### src/rtl/ps2_arrow_tracker.sv
`default_nettype none
// ============================================================================
// Module   : ps2_arrow_tracker
// Brief    : Assembles PS/2 set-2 byte streams (E0/F0 prefixes) into 16-bit
//            scancodes, tracks the held state of the four arrow keys and
//            pulses on fresh presses. Partial sequences are dropped after an
//            idle timeout.
// Revision : 1.0 - initial release
// ============================================================================
module ps2_arrow_tracker #(
  parameter int TIMEOUT_CYCLES = 1000,
  parameter int CNT_W          = 16
) (
  input  logic        clk,
  input  logic        resetn,
  input  logic        in_valid,
  input  logic [7:0]  in_byte,
  output logic        code_valid,
  output logic [15:0] code,
  output logic        code_break,
  output logic        left,
  output logic        down,
  output logic        right,
  output logic        up,
  output logic [3:0]  arrow_press,
  output logic        seq_abort
);

  typedef enum logic [1:0] {
    ST_IDLE    = 2'd0,
    ST_EXT     = 2'd1,
    ST_BRK     = 2'd2,
    ST_EXT_BRK = 2'd3
  } state_t;

  localparam logic [7:0] c_PFX_EXT = 8'hE0;
  localparam logic [7:0] c_PFX_BRK = 8'hF0;

  // A zero timeout means "never abort"; the last-count value is then unused.
  localparam logic             c_TMO_EN   = (TIMEOUT_CYCLES != 0);
  localparam logic [CNT_W-1:0] c_TMO_LAST =
    CNT_W'((TIMEOUT_CYCLES > 0) ? (TIMEOUT_CYCLES - 1) : 0);

  state_t           r_state;
  logic [CNT_W-1:0] r_cnt;
  logic             r_code_valid;
  logic [15:0]      r_code;
  logic             r_code_break;
  logic [3:0]       r_lvl;       // {up, right, down, left}
  logic [3:0]       r_press;
  logic             r_abort;

  state_t           w_next;
  logic             w_done;
  logic             w_ext;
  logic             w_brk;
  logic [3:0]       w_hit;
  logic [3:0]       w_lvl_next;

  // Decode the incoming byte against the current prefix state.
  always_comb begin
    w_next = r_state;
    w_done = 1'b0;
    w_ext  = 1'b0;
    w_brk  = 1'b0;
    if (in_valid) begin
      case (r_state)
        ST_IDLE: begin
          if (in_byte == c_PFX_EXT)      w_next = ST_EXT;
          else if (in_byte == c_PFX_BRK) w_next = ST_BRK;
          else                           w_done = 1'b1;
        end
        ST_EXT: begin
          if (in_byte == c_PFX_BRK)      w_next = ST_EXT_BRK;
          else if (in_byte != c_PFX_EXT) begin
            w_done = 1'b1;
            w_ext  = 1'b1;
            w_next = ST_IDLE;
          end
        end
        ST_BRK: begin
          // An E0 after F0 restarts as an extended make; the break is lost.
          if (in_byte == c_PFX_EXT)      w_next = ST_EXT;
          else if (in_byte != c_PFX_BRK) begin
            w_done = 1'b1;
            w_brk  = 1'b1;
            w_next = ST_IDLE;
          end
        end
        default: begin // ST_EXT_BRK
          if (in_byte == c_PFX_EXT)      w_next = ST_EXT;
          else if (in_byte != c_PFX_BRK) begin
            w_done = 1'b1;
            w_ext  = 1'b1;
            w_brk  = 1'b1;
            w_next = ST_IDLE;
          end
        end
      endcase
    end
  end

  // Map a completed extended code onto an arrow bit and derive new levels.
  always_comb begin
    w_hit = 4'b0000;
    if (w_ext) begin
      case (in_byte)
        8'h6B:   w_hit = 4'b0001;
        8'h72:   w_hit = 4'b0010;
        8'h74:   w_hit = 4'b0100;
        8'h75:   w_hit = 4'b1000;
        default: w_hit = 4'b0000;
      endcase
    end
    w_lvl_next = r_lvl;
    if (w_done) begin
      w_lvl_next = w_brk ? (r_lvl & ~w_hit) : (r_lvl | w_hit);
    end
  end

  // Sequence FSM, idle timeout and registered outputs.
  always_ff @(posedge clk) begin
    if (!resetn) begin
      r_state      <= ST_IDLE;
      r_cnt        <= '0;
      r_code_valid <= 1'b0;
      r_code       <= 16'h0000;
      r_code_break <= 1'b0;
      r_lvl        <= 4'b0000;
      r_press      <= 4'b0000;
      r_abort      <= 1'b0;
    end else begin
      r_code_valid <= w_done;
      r_press      <= 4'b0000;
      r_abort      <= 1'b0;
      if (w_done) begin
        r_code       <= {(w_ext ? c_PFX_EXT : 8'h00), in_byte};
        r_code_break <= w_brk;
        r_lvl        <= w_lvl_next;
        r_press      <= w_lvl_next & ~r_lvl;
      end
      // A byte arriving on the final count cycle is processed, not aborted.
      if (in_valid) begin
        r_state <= w_next;
        r_cnt   <= '0;
      end else if (r_state == ST_IDLE) begin
        r_cnt <= '0;
      end else if (c_TMO_EN && (r_cnt == c_TMO_LAST)) begin
        r_state <= ST_IDLE;
        r_cnt   <= '0;
        r_abort <= 1'b1;
      end else begin
        r_cnt <= r_cnt + CNT_W'(1);
      end
    end
  end

  assign code_valid  = r_code_valid;
  assign code        = r_code;
  assign code_break  = r_code_break;
  assign left        = r_lvl[0];
  assign down        = r_lvl[1];
  assign right       = r_lvl[2];
  assign up          = r_lvl[3];
  assign arrow_press = r_press;
  assign seq_abort   = r_abort;

endmodule
`default_nettype wire

### config.mk
export PLATFORM = sky130hd
export DESIGN_NAME = ps2_arrow_tracker
export DESIGN_NICKNAME = d
export VERILOG_FILES = /design/src/rtl/ps2_arrow_tracker.sv
export SDC_FILE = /design/constraint.sdc
export NUM_CORES = 1
export LEC_CHECK = 0
export ABC_AREA = 1
export CORE_MARGIN = 2
export CORE_UTILIZATION = 30
export CTS_CLUSTER_SIZE = 24
export DETAILED_ROUTE_END_ITERATION = 12
export GPL_TIMING_DRIVEN = 0
export SLEW_MARGIN = 20
export SYNTH_ARGS = -nofsm -noshare
export SYNTH_HDL_FRONTEND = slang
export SYNTH_SLANG_ARGS = --single-unit
### constraint.sdc
create_clock -name clk -period 1.65 [get_ports clk]
set_clock_uncertainty 0.2 [all_clocks]
set_input_delay 0.2475 -clock clk [delete_from_list [all_inputs] [get_ports clk]]
set_output_delay 0.2475 -clock clk [all_outputs]
set_load 0.1 [all_outputs]
==> flow_summary.yaml, run 1 <==
placed_design:
  place.detailed.instances: 343
  dp_worst_setup_slack_ns: -0.4389
  dp.final_hpwl_mm: 2.804
  io_buffers: 31
  routabilityCongestion: 0.7739
timing:
  hold_violations: 0
  setup-violations-final: 0
  post-route-min-period_ns: 1.617
  tightest_slew_ns: 0.5495
  achievable-frequency_ghz: 0.6184
  worst_case_headroom_to_the_max_slew_limit: 0.6354
  unrepaired_setup_endpoints_after_global_routing: "true"
  fin_crit_sh: 0.9801
  fin_ws_ns: 0.03284
  timing_max_transition_violations_final: 0
  fin_worst_hold_slack_ns: 0.08669
synthesis:
  yosys_warnings: 0
  cells_after_synth: 236
  synth_area_mm2: 0.001773
  ys_seq_elements: 38
  synth_seq_area_share: 0.4291
  avgSynthCellArea_um2: 7.513
  yosysUniqueCellTypes: 32
global_routing:
  groute.layer.met2.usage: 0.1942
  track_usage: 0.1208
  grt_overflow_total: 0
  grt_use_met3: 0.03000
  first_global_vias: 1424
  met1_usage: 0.1541
  antenna_found_initial: 0
  grt_peak_use_layer: "met2"
  grt_first_pass_wirelength_mm: 6.175
  largest_net_degree_at_the_start_of_global_routing: 13
cts:
  worst_setup_hold_path_clk_slew_ns: 0.08
  cts_made_buffers: 5
  cts.path.max_buffers: 2
  clk_latency_worst_skew_pair_ns: 0.29
  clock_sinks: 38
  cts_root_buffer: "clkbuf_8"
  cts_max_level: 2
  tritoncts: "built"
die:
  floorplan.initialDensity: 0.3162
  core_area_mm2: 0.005608
  row_count: 27
  die_h_um: 80.88
  io-pin-count: 38
  chipWidth_um: 80.88
  fp.dieArea_mm2: 0.006541
status:
  outcome: "finished, final reports clean"
setup_path:
  worst_setup_path_start_kind: "register"
  critical_path.n_buffers_inverters: 1
  regToRegStartpoint: "r_cnt[0]$_SDFF_PP0_"
  critical_path_class: "register to output port"
  critical_path_required_ns: 1.20
  crit_path_cell_trace: "clkdlybuf4s18_2"
  cp_delay_by_family_top: "buffers and inverters"
  critical_path.endpoint_type: "output port"
  crit_arrival_ns: 1.17
  critical_path.max_stage_delay_ns: 0.54
  critical-path-slowest-cell: "clkdlybuf4s18_2"
  cp-startpoint: "code[7]$_SDFFE_PN0N_"
  biggest_fanout_along_the_worst_timing_path: 2
detailed_routing:
  postRouteAntennaNets: 0
  totalWireLength_mm: 3.846
  drt_first_iter_violations: 64
  drcViolationCount: 0
  drt-pass1-iter-count: 4
  route.detailed.vias_per_inst: 4.542
  detail_route.wl_per_cell_um: 10.74
  num_vias: 1626
layout:
  mostFrequentLayoutCell: "dfxtp_1"
  post-route-util: 0.4384
  antenna_cells_inserted: 0
  final_net_count: 297
  finalNonFillerCells: 358
  final_cell_mix: "dfxtp_1 (32), nand2_1 (29), nor2_1 (26), inv_1 (22), a21oi_1 (17)"
  drive_gt1_frac: 0.3462
  area_growth_pct: 38.67
power:
  leakage_nw: 1.023
  ir_worst_vdd_mv: 0.3991
  p_total_mw: 2.217
  power_per_cell_area_mw_per_mm2: 901.6
worst_hold_path:
  worstHoldStart: "in_byte[7]"
  timing.hold.worst.class: "input port to register"
job:
  max-cap-violations: 0
## where the power goes
part | switching [mW] | leakage (nW) | internal, mW
combinational | 0.234 | 0.639 | 0.0621
sequential | 0.00671 | 0.312 | 0.928
clock | 0.341 | 0.0714 | 0.645
## cell usage after synthesis (all sizes together)
cell / instances / area share
nand2: 42 / 0.097
dfxtp: 38 / 0.43
nor2: 36 / 0.089
inv: 29 / 0.061
a21oi: 20 / 0.056
o21ai: 13 / 0.037
nand3: 12 / 0.037
buf: 10 / 0.045
nand4: 10 / 0.035
nor3: 7 / 0.032
xor2: 4 / 0.020
nor4: 3 / 0.011
a31oi: 2 / 0.0071
or2: 2 / 0.0071
xnor2: 2 / 0.0099
a211oi: 1 / 0.0042
clkbuf: 1 / 0.0021
conb: 1 / 0.0021
ha: 1 / 0.0071
nand3b: 1 / 0.0042
nor3b: 1 / 0.0071
## routing by layer
layer | up-vias | wire, um | share of wire
met5 | - | 0 | 0
met4 | 0 | 33 | 0.0086
met3 | 3 | 110 | 0.029
met2 | 24 | 1770 | 0.46
met1 | 740 | 1931 | 0.50
li1 | 859 | - | -
## logic make-up (layout without fill, tap and decap cells)
| group | Yosys count | after routing | share of synthesized area |
|---|---|---|---|
| xor+xnor | 6 | 6 | 0.02964 |
| fa+ha+maj | 1 | 1 | 0.007056 |
| simple gates | 114 | 114 | 0.3190 |
| other cells | 1 | 5 | 0.002115 |
| compound gates | 36 | 36 | 0.1044 |
| flops | 38 | 38 | 0.4291 |
| buf+inv | 40 | 86 | 0.1087 |
## worst paths after layout
kind,slack (ns),depth (start not counted),to
worst max-delay path,0.03,1,code[7]
worst min register to register,0.25,1,r_cnt[0]$_SDFF_PP0_
worst max register to register,0.08,9,r_cnt[12]$_SDFF_PP0_
worst min-delay path,0.09,3,code[7]$_SDFFE_PN0N_
## sequential cells by signal, summed over array words and instances (netlist names)
| register | flops |
|---|---|
| r_cnt | 16 |
| code | 9 |
| arrow_press | 4 |
| r_lvl | 4 |
| r_state | 2 |
| code_break | 1 |
| code_valid | 1 |
| seq_abort | 1 |
## per-stage QoR
| stage | TNS (ns) | cell area [um^2] |
|---|---|---|
| 3_5_place_dp | -17.84 | 2190 |
| 3_3_place_gp | -17.62 | 2190 |
| 2_1_floorplan | 0 | 1789 |
| 4_1_cts | 0 | 2404 |
| 5_1_grt | -0.03705 | 2459 |
| 6_report | 0 | 2459 |
## worst reg2reg max path, delay by kind of cell (launching register included)
family / cells / cell delay [ns]
compound gates: 2 / 0.14
fa+ha+maj: 1 / 0.17
buf+inv: 1 / 0.15
flops: 1 / 0.37
simple gates: 5 / 0.47
## cell type report
cell class,instances,area (um^2)
clock inverter,2,60.06
multi-input combinational,162,952.2
timing repair buffer,38,307.8
clock buffer,6,82.58
sequential,38,773.2
buffer,11,83.83
fill,595,3149
inverter,29,108.9
tap,72,90.09
## timing repair
action,4_1_cts,5_1_grt
resized for setup,115,31
buffers inserted,4,2
gates cloned,1,0
hold endpoints to repair,0,0
setup endpoints to repair,54,31
hold buffers,0,0
pin swaps,8,11
(Power assumes the default switching activity.)
==> inputs of run 2 (changes only) <==
CTS_CLUSTER_DIAMETER = 200   (was default)
SKIP_CTS_REPAIR_TIMING = 1   (was default)
==> flow_summary.yaml, run 2 (synthesized netlist as in run 1, its figures left out) <==
timing:
  fin_ws_ns: 0.009730
  worst_case_headroom_to_the_max_slew_limit: 0.6397
  timing_max_transition_violations_final: 0
  unrepaired_setup_endpoints_after_global_routing: "true"
  hold_violations: 0
  setup_total_negative_slack_ns: 0
  setup-violations-final: 0
  post-route-min-period_ns: 1.640
  achievable-frequency_ghz: 0.6097
  fin_crit_sh: 0.9941
  tightest_slew_ns: 0.5428
setup_path:
  critical-path-slowest-cell: "dfxtp_4"
  critical_path.endpoint_type: "register"
  crit_arrival_ns: 1.67
  crit_path_cell_trace: "ha_4, nand3b_1, nor2_2, nand2_2, nand2_2, nor3_4, buf_6, buf_6, inv_6, a21oi_2"
  critical_path_required_ns: 1.68
  worst_setup_path_start_kind: "register"
  biggest_fanout_along_the_worst_timing_path: 5
  critical_path.n_buffers_inverters: 3
  critical_path.max_stage_delay_ns: 0.36
  critical_path_class: "register to register"
  cp_delay_by_family_top: "simple AND/OR/NAND/NOR gates"
layout:
  finalNonFillerCells: 368
  multiInputGateArea_um2: 973.4
  antenna_cells_inserted: 0
  post-route-cell-area_mm2: 0.002536
  drive_gt1_frac: 0.3716
  final_net_count: 307
  mostFrequentLayoutCell: "dfxtp_1"
  final_cell_mix: "dfxtp_1 (32), nand2_1 (27), nor2_1 (26), inv_1 (23)"
  area_growth_pct: 43.05
  layout.area.seq_um2: 770.7
  top_register: "r_cnt"
  largest_register_ffs: 16
  filler_cell_count: 583
global_routing:
  grt_overflow_total: 0
  track_usage: 0.1176
  grt_first_pass_wirelength_mm: 5.996
  first_global_vias: 1380
  antenna_found_initial: 0
  largest_net_degree_at_the_start_of_global_routing: 13
die:
  row_count: 27
  core_area_mm2: 0.005608
  die_h_um: 80.88
  io-pin-count: 38
  floorplan.initialDensity: 0.3162
  chipWidth_um: 80.88
  fp.dieArea_mm2: 0.006541
detailed_routing:
  totalWireLength_mm: 4.097
  route.detailed.vias_per_inst: 4.516
  num_vias: 1662
  drt-pass1-iter-count: 4
  drt_first_iter_violations: 78
  detail_route.wl_per_cell_um: 11.13
  drcViolationCount: 0
  postRouteAntennaNets: 0
power:
  ir_worst_vdd_mv: 0.3991
  power_per_cell_area_mw_per_mm2: 881.8
  internal_power_mw: 1.646
  netSwitchingPower_mw: 0.5902
  share_seq_of_total_power: 0.419
  share_comb_of_total_power: 0.139
  leakage_nw: 1.139
  p_total_mw: 2.236
  p_sw_frac: 0.2639
  power.share.clock: 0.442
placed_design:
  routabilityCongestion: 0.7739
  place_area_mm2: 0.002190
  io_buffers: 31
  dp_worst_setup_slack_ns: -0.4389
  dp.final_hpwl_mm: 2.804
  place.detailed.instances: 343
cts:
  clk_latency_worst_skew_pair_ns: 0.30
  cts_root_buffer: "clkbuf_8"
  clock_sinks: 38
  worst_setup_hold_path_clk_slew_ns: 0.08
  tritoncts: "built"
  cts.path.max_buffers: 2
  cts_max_level: 2
  cts_made_buffers: 5
job:
  max-cap-violations: 0
worst_hold_path:
  timing.hold.worst.class: "input port to register"
status:
  outcome: "finished, final reports clean"
## run 2: cell types whose count changed in the layout (fill, tap and decap cells not counted), moves of 2 or more
cell	before	now
inv_2	7	5
nand2_1	29	27
o21ai_2	3	0
nand2_4	1	3
o21ai_1	1	4
dlymetal6s2s_1	3	9
buf_2	15	3
dlygate4sd2_1	6	0
clkdlybuf4s15_2	6	0
buf_4	12	20
clkdlybuf4s18_2	2	0
clkbuf_2	0	20
## run 2: per-layer routing
| layer | wire (um) | global-route usage | vias up |
|---|---|---|---|
| met3 | 151 | 0.03000 | 4 |
| met1 | 1978 | 0.1520 | 750 |
| li1 | - | - | 874 |
| met5 | 0 | 0 | - |
| met2 | 1928 | 0.1851 | 34 |
| met4 | 38 | 0.05085 | 0 |
## run 2: power by group through the flow
stage	Sequential (mW)	Combinational [mW]	Clock, mW
final	0.937	0.311	0.989
after global routing	0.938	0.325	1.04
after CTS	0.939	0.299	1.01
after detailed placement	0.960	0.299	0
after global placement	0.961	0.298	0
after floorplan	1.07	0.118	0
## run 2: area by class of cell
class | count | share of cell area
buffer | 11 | 0.03305
clock buffer | 6 | 0.03256
clock inverter | 2 | 0.02368
inverter | 29 | 0.04489
multi-input combinational | 162 | 0.3838
sequential | 38 | 0.3039
tap | 72 | 0.03552
timing repair buffer | 47 | 0.1396
timing repair inverter | 1 | 0.002960
## run 2: worst register-to-register path, cell delays in order, from the launching register on
cell,delay [ns]
dfxtp_4,0.36
ha_4,0.17
nand3b_1,0.10
nor2_2,0.05
nand2_2,0.08
nand2_2,0.07
nor3_4,0.16
buf_6,0.16
buf_6,0.11
inv_6,0.04
a21oi_2,0.09
## run 2: path summary, 6_finish.rpt
kind / slack, ns / endpoint / cells past startpoint / startpoint
worst max-delay path: 0.01 / r_cnt[8]$_SDFF_PP0_ / 10 / r_cnt[0]$_SDFF_PP0_
worst min-delay path: 0.08 / code[2]$_SDFFE_PN0N_ / 3 / in_byte[2]
worst max register to register: 0.01 / r_cnt[8]$_SDFF_PP0_ / 10 / r_cnt[0]$_SDFF_PP0_
worst min register to register: 0.25 / r_cnt[0]$_SDFF_PP0_ / 1 / r_cnt[0]$_SDFF_PP0_
## run 2: stage by stage
step | hold WS, ns | utilization
5_1_grt | 0.09488 | 0.4523
3_5_place_dp | 0.2518 | 0.3905
2_1_floorplan | 0.1832 | -
6_report | 0.08295 | 0.4523
3_3_place_gp | 0.2360 | 0.3905
4_1_cts | 0.03089 | 0.4159
==> inputs of run 3 (changes only) <==
CORE_MARGIN = default   (was 2)
==> flow_summary.yaml, run 3 (synthesized netlist as in run 1, its figures left out) <==
status:
  outcome: "finished, final reports clean"
layout:
  post-route-cell-area_mm2: 0.002399
  post-route-util: 0.4277
  top_register: "r_cnt"
  area_growth_pct: 35.29
  final_cell_mix: "nand2_1 (31), dfxtp_1 (31), nor2_1 (28), inv_1 (23), clkbuf_2 (22)"
  drive_gt1_frac: 0.3206
  largest_register_ffs: 16
  antenna_cells_inserted: 0
  final_net_count: 299
  finalNonFillerCells: 359
setup_path:
  critical_path_class: "register to register"
  critical_path.most_common_cell: "nand2_2"
  critical-path-slowest-cell: "dfxtp_4"
  crit_arrival_ns: 1.66
  biggest_fanout_along_the_worst_timing_path: 7
  critical_path.max_stage_delay_ns: 0.36
  critical_path_required_ns: 1.67
  critical_path.endpoint_type: "register"
  crit_path_cell_trace: "ha_4, nand3b_1, nor2_1, nand2_2, nand2_2, nor3_4, buf_6, o21ai_1, a21oi_1"
  worst_setup_path_start_kind: "register"
timing:
  tightest_slew_ns: 0.5557
  fin_crit_sh: 0.9982
  unrepaired_setup_endpoints_after_global_routing: "true"
  achievable-frequency_ghz: 0.6072
  post-route-min-period_ns: 1.647
  setup_total_negative_slack_ns: 0
  hold_violations: 0
  worst_case_headroom_to_the_max_slew_limit: 0.6311
  setup-violations-final: 0
  timing_max_transition_violations_final: 0
global_routing:
  track_usage: 0.1258
  largest_net_degree_at_the_start_of_global_routing: 11
  antenna_found_initial: 0
  first_global_vias: 1354
  grt_first_pass_wirelength_mm: 6.134
  grt_overflow_total: 0
die:
  row_count: 27
  core_area_mm2: 0.005608
  die_h_um: 78.88
  floorplan.initialDensity: 0.3162
  chipWidth_um: 78.88
  fp.dieArea_mm2: 0.006221
  io-pin-count: 38
detailed_routing:
  num_vias: 1676
  totalWireLength_mm: 4.035
  route.detailed.vias_per_inst: 4.669
  drcViolationCount: 0
  detail_route.wl_per_cell_um: 11.24
  postRouteAntennaNets: 0
  drt_first_iter_violations: 71
  drt-pass1-iter-count: 4
cts:
  worst_setup_hold_path_clk_slew_ns: 0.08
  cts.path.max_buffers: 2
  cts_made_buffers: 5
  clock_sinks: 38
  tritoncts: "built"
  cts_max_level: 2
  cts_root_buffer: "clkbuf_8"
  clk_latency_worst_skew_pair_ns: 0.29
power:
  power_per_cell_area_mw_per_mm2: 772.3
  leakage_nw: 1.076
  p_total_mw: 1.852
  ir_worst_vdd_mv: 0.3119
placed_design:
  dp.final_hpwl_mm: 2.762
  routabilityCongestion: 0.8472
  place.detailed.instances: 343
  place_area_mm2: 0.002190
  io_buffers: 31
job:
  max-cap-violations: 0
worst_hold_path:
  timing.hold.worst.class: "input port to register"
run 3: cell types whose count changed in the layout (fill, tap and decap cells not counted), sizes merged:
cell | before | now
bufinv | 2 | 0
buf | 28 | 20
clkinvlp | 1 | 0
clkbuf | 27 | 29
run 3: metal layers:
| metal | vias to the layer above | global-route usage | routed length, um |
|---|---|---|---|
| li1 | 864 | - | - |
| met1 | 771 | 0.1738 | 1987 |
| met2 | 34 | 0.1843 | 1789 |
| met3 | 7 | 0.03103 | 169 |
| met4 | 0 | 0.05455 | 89 |
| met5 | - | 0 | 0 |
run 3: worst max-delay path, delay by kind of cell, from the launching register on:
kind                       cells  cell delay, ns
AOI/OAI and AO/OA              2            0.17
adders and majority gates      1            0.16
buffers and inverters          1            0.16
DFF                            1            0.36
and+or+nand+nor                5            0.53
run 3: final timing paths:
| check | startpoint | endpoint | slack (ns) | cells past startpoint |
|---|---|---|---|---|
| worst max register to register | r_cnt[0]$_SDFF_PP0_ | r_cnt[10]$_SDFF_PP0_ | 0.003 | 9 |
| worst max-delay path | r_cnt[0]$_SDFF_PP0_ | r_cnt[10]$_SDFF_PP0_ | 0.003 | 9 |
| worst min register to register | r_cnt[0]$_SDFF_PP0_ | r_cnt[0]$_SDFF_PP0_ | 0.25 | 1 |
| worst min-delay path | in_byte[3] | code[3]$_SDFFE_PN0N_ | 0.1 | 3 |
run 3: cell type report:
class                           count  area (um^2)
Sequential cell                    38        774.5
Tap cell                           72        90.09
Buffer                             11        85.08
Multi-Input combinational cell    162        967.2
Timing Repair Buffer               40        294.0
Inverter                           29        111.4
Fill cell                         590         3209
Clock buffer                        7        76.32
run 3: report_power, final:
group | internal (mW) | leakage (nW) | switching (mW) | total [mW]
sequential | 0.928 | 0.313 | 0.00714 | 0.936
combinational | 0.0676 | 0.725 | 0.241 | 0.309
clock | 0.291 | 0.0383 | 0.317 | 0.608
run 3: per-stage QoR:
step	hold WS [ns]	worst slack (ns)
2_1_floorplan	0.1832	0.1012
3_3_place_gp	0.2375	-0.4174
3_5_place_dp	0.2483	-0.4142
4_1_cts	0.04828	-0.6509
5_1_grt	0.1203	-0.07480
6_report	0.09807	0.003034
==> edit 1, RTL diff (settings of run 3) <==
The 4 states of `state_t` get a Gray code encoding in 2 bits.
--- a/src/rtl/ps2_arrow_tracker.sv
+++ b/src/rtl/ps2_arrow_tracker.sv
@@ -29,6 +29,6 @@
   typedef enum logic [1:0] {
-    ST_IDLE    = 2'd0,
-    ST_EXT     = 2'd1,
-    ST_BRK     = 2'd2,
-    ST_EXT_BRK = 2'd3
+    ST_IDLE    = 2'b00,
+    ST_EXT     = 2'b01,
+    ST_BRK     = 2'b11,
+    ST_EXT_BRK = 2'b10
   } state_t;
Check against the original RTL: same outputs for any inputs over 10 cycles, from zero or initial values and one cycle with resetn low; not proved beyond that.
==> edit 1 against run 3 <==
Setup slack improved by 47 ps; synthesized area increased by 10%; total power increased by 20%; sequential cell count unchanged; worst hold slack got worse by 20 ps; sequential share of layout area decreased by 2.7 points; cell area increased by 8.7%; clock power increased by 59%; sequential power about the same; global-route usage increased by 0.98 points; fmax increased by 3.0%; routed wire length increased by 6.4%; largest power group is now clock.
==> edit 1: results (changes against run 3) <==
stage;metric;value;unit;change
run_status;status;finished, final reports clean;;
sta;whs;77.9;ps;-20.2 ps
cells_and_area;largest_reg_flops;16;;unchanged
synthesis;ys_types;35;;+9.4%
routing;vias;1844;;+10%
global_routing;grt_max_degree;14;;+3
global_routing;grt_pass1_vias;1635;;+21%
synthesis;synthTopCellsByArea;dfxtp_1 39%, nand2_1 9.0%, nor2_1 7.3%, inv_1 5.2%, nand4_1 3.5%;;
cells_and_area;finalNonFillerCells;396;;+10%
routing;avgRoutedWirePerCell;10.8;µm;-3.6%
cells_and_area;layout.nets;330;;+10%
synthesis;ys_top_cells_by_count;47 x nand2_1, 38 x dfxtp_1, 38 x nor2_1, 27 x inv_1, 12 x nand3_1;;
setup_path;arrival;1620;ps;-40 ps
power;powerDensity;851;mW/mm²;+10%
power;pg_seq;0.000937;W;about the same
worst_hold_path;holdCritStartpoint;in_byte[4];;
synthesis;syn_area_per_cell;7.33;µm²;-2.4%
power;p_sw;0.000611;W;+8.2%
routing;drt_iter0_drc;49;;-31%
setup_path;cpPeakStageDelay;360;ps;about the same
placement;place.gp.congestion;0.784;;-7.4%
worst_hold_path;hp-class;in -> reg;;
setup_path;critPathSlowestCell;dfxtp_4;;
setup_path;rr_startpoint;r_cnt[0]$_SDFF_PP0_;;
sta;worst_slew_pin_slew;546;ps;-9.24 ps
global_routing;grt_use_total;13.6;%;+0.98 points
setup_path;cp_max_fo;10;;+3
power;ir_drop;0.635;mV;+100%
placement;place.port_buffers;32;;+3.2%
setup_path;critical_path_class;reg -> reg;;
global_routing;grt_pass1_wl;7.04;mm;+15%
placement;dp_hpwl;3.14;mm;+14%
power;power.leakage;1.11;nW;+3.2%
clock_network;insertion_delay;290;ps;about the same
placement;placed_area;0.00239;mm²;+9.2%
synthesis;ys_seq_area_share;38.8;%;-4.1 points
worst_hold_path;holdPathEnd;code[4]$_SDFFE_PN0N_;;
cells_and_area;nFillCells;676;;+15%
setup_path;crit_family;simple AND/OR/NAND/NOR gates;;
sta;layout_setup_ws;50.3;ps;+47.2 ps
placement;place_inst;380;;+11%
cells_and_area;drive_above_1_share;35.1;%;+3.1 points
power;p_clk;0.000967;W;+59%
setup_path;crit_start;r_cnt[0]$_SDFF_PP0_;;
placement;pre_cts_slack;-437;ps;-22.3 ps
setup_path;r2r_cells;9;;unchanged
==> edit 1: cell types whose count changed after synthesis, moves of 3 or more <==
cell	delta
a21oi_1	-9
a21oi_2	+4
nand2_1	+11
nor2_1	+7
nor3_1	+7
nor3b_1	+3
==> edit 1: worst min-delay path, delay by kind of cell <==
kind	cells	cell delay, ps
buffers and inverters	2	230
AOI/OAI and AO/OA	1	60
==> edit 1: logic make-up (layout without fill, tap and decap cells) <==
| family | after synthesis | after routing | share of synthesized area [%] |
|---|---|---|---|
| other | 1 | 5 | 0.192 |
| adders and majority gates | 1 | 1 | 0.639 |
| DFF | 38 | 38 | 38.8 |
| xor gates and xnor gates | 3 | 3 | 1.34 |
| AOI/OAI and AO/OA | 33 | 33 | 10.4 |
| buffers and inverters | 46 | 94 | 11.2 |
| and+or+nand+nor | 145 | 145 | 37.4 |
==> edit 1: area by class of cell <==
| cell class | instances | area, µm² | share of cell area, % |
|---|---|---|---|
| clock inverters | 3 | 68.8 | 2.64 |
| repair buffers | 40 | 298 | 11.4 |
| plain buffers | 12 | 95.1 | 3.65 |
| inverters | 34 | 130 | 4.99 |
| well taps | 77 | 96.3 | 3.69 |
| clock buffers | 5 | 68.8 | 2.64 |
| multi-input cells | 187 | 1080 | 41.4 |
| flip-flops and latches | 38 | 772 | 29.6 |
==> edit 1: per-layer routing <==
| metal | track usage, % | share of wire [%] | wire length (µm) | up-vias |
|---|---|---|---|---|
| li1 | - | - | - | 956 |
| met1 | 15.8 | 47 | 2020 | 828 |
| met2 | 23.4 | 46 | 1990 | 47 |
| met3 | 3.61 | 4.1 | 174 | 13 |
| met4 | 5.34 | 2.5 | 108 | 0 |
| met5 | 0 | 0 | 0 | - |
==> edit 2, RTL diff (settings of run 3) <==
Without the edit above. `CNT_W`: 16 -> 12.
--- a/src/rtl/ps2_arrow_tracker.sv
+++ b/src/rtl/ps2_arrow_tracker.sv
@@ -11,3 +11,3 @@
   parameter int TIMEOUT_CYCLES = 1000,
-  parameter int CNT_W          = 16
+  parameter int CNT_W          = 12
 ) (
Behaviour: same outputs for any inputs over 10 cycles, from zero or initial values and one cycle with resetn low; that may be too few to reach the edited logic, so the function may still have changed.
==> edit 2 against run 3 <==
Combinational power grew 2%; sequential cell count shrank 4; setup slack gained 19 ps; synthesized area shrank 5.7%; routed wire length shrank 3.7%; global-route usage grew 0.95 points; total power grew 2.7%; first-iteration DRC count grew 35%; cell count shrank 1.1%; non-clock buffer count grew 2; cell area shrank 3.2%; critical path depth shrank 2; synthesized cell count shrank 2.5%.
==> edit 2: results (changes against run 3) <==
stage;metric;value;unit;change
cells_and_area;layout.nets;296;;-1.0%
clock_network;insertion_delay;280;ps;
global_routing;grt_max_degree;11;;unchanged
routing;routed_wirelength;3.89;mm;-3.7%
synthesis;muxShareOfSynthArea;0;%;unchanged
sta;maxSlewHeadroom;63.9;%;+0.79 points
setup_path;arrival;1600;ps;-60 ps
placement;place.gp.congestion;0.795;;-6.2%
cells_and_area;nFillCells;528;;-11%
synthesis;syn_area;0.00167;mm²;-5.7%
global_routing;grt_pass1_wl;6.36;mm;+3.7%
synthesis;ys_seq_area_share;40.7;%;-2.2 points
synthesis;synth_xor_area_share;0;%;-3.0 points
synthesis;synthTopCellsByArea;dfxtp_1 41%, nand2_1 10%, a21oi_1 5.7%, nor2_1 5.2%, inv_1 4.7%;;
worst_hold_path;hp-class;in -> reg;;
synthesis;synth-main-ff-cell;dfxtp_1;;
power;power.leakage;1.06;nW;-1.8%
synthesis;synth_compound_area_share;9.43;%;-1.0 points
clock_network;htreeDepth;2;;unchanged
cells_and_area;diodes;0;;unchanged
placement;pre_cts_slack;-397;ps;+17.1 ps
cells_and_area;drive_above_1_share;33.3;%;+1.3 points
synthesis;ys_types;29;;-9.4%
synthesis;ys_top_cells_by_count;46 x nand2_1, 34 x dfxtp_1, 23 x nor2_1, 21 x inv_1, 19 x a21oi_1;;
synthesis;yosys.area_share.adder;0.749;%;+0.043 points
routing;vias;1602;;-4.4%
cells_and_area;largest_reg_flops;12;;-4
routing;drt_iter0_drc;96;;+35%
clock_network;cts.clk_slew.worst_paths;70;ps;
global_routing;grt_pass1_vias;1382;;+2.1%
sta;tns;0;ps;unchanged
run_status;status;finished, final reports clean;;
setup_path;crit_start;r_cnt[0]$_SDFF_PP0_;;
synthesis;synthArstFlopShare;0;%;unchanged
setup_path;cpPeakStageDelay;380;ps;+20 ps
placement;place.port_buffers;31;;unchanged
setup_path;cp_max_fo;5;;-2
global_routing;grt_use_total;13.5;%;+0.95 points
worst_hold_path;holdCritStartpoint;resetn;;
power;ir_drop;0.363;mV;+17%
placement;dp_hpwl;2.68;mm;-3.1%
clock_network;clk_path_buf_depth;2;;unchanged
routing;dr.pass1.iters;5;;+1
==> edit 2: cells by family after synthesis <==
group | after synthesis
simple gates | 123
buf+inv | 41
flops | 34
compound gates | 30
fa+ha+maj | 1
other cells | 1
==> edit 2: stage by stage <==
step,cells,cell area (µm²),power [W]
after detailed placement,335,2090,0.00118
final,355,2320,0.00190
after global placement,335,2090,0.00118
after CTS,343,2190,0.00192
after floorplan,234,1690,0.00110
after global routing,355,2320,0.00198
==> edit 2: final cells by class <==
cell class,instances,share of cell area [%]
Tap cell,70,3.77
Multi-Input combinational cell,159,39.5
Clock buffer,7,3.29
Sequential cell,34,29.7
Clock inverter,1,1.29
Buffer,10,3.56
Timing Repair Buffer,43,13.7
Inverter,31,5.12
==> edit 2: path summary, 6_finish.rpt <==
check                         endpoint  slack (ps)  depth (start not counted)
max                r_cnt[5]$_SDFF_PP0_          20                          7
min            code_break$_SDFFE_PN0N_          70                          3
max reg2reg        r_cnt[5]$_SDFF_PP0_          20                          7
min reg2reg  arrow_press[1]$_SDFF_PN0_         250                          1
==> edit 2: power by group <==
part	switching [W]	leakage (nW)	total, W	internal [W]
combinational	0.000248	0.725	0.000315	0.0000675
clock	0.000292	0.0524	0.000744	0.000452
sequential	0.00000814	0.279	0.000844	0.000836
==> edit 2: critical path, delay by kind of cell (launching register included) <==
kind,cells,cell delay [ps]
simple gates,4,570
flops,1,380
buf+inv,1,170
fa+ha+maj,1,160
compound gates,1,40
==> edit 2: routing by layer <==
metal	track usage, %	up-vias	routed length, µm
met2	19.4	37	1680
met1	19.0	706	1980
met4	5.77	0	65
met5	0	-	0
met3	3.47	6	165
li1	-	853	-
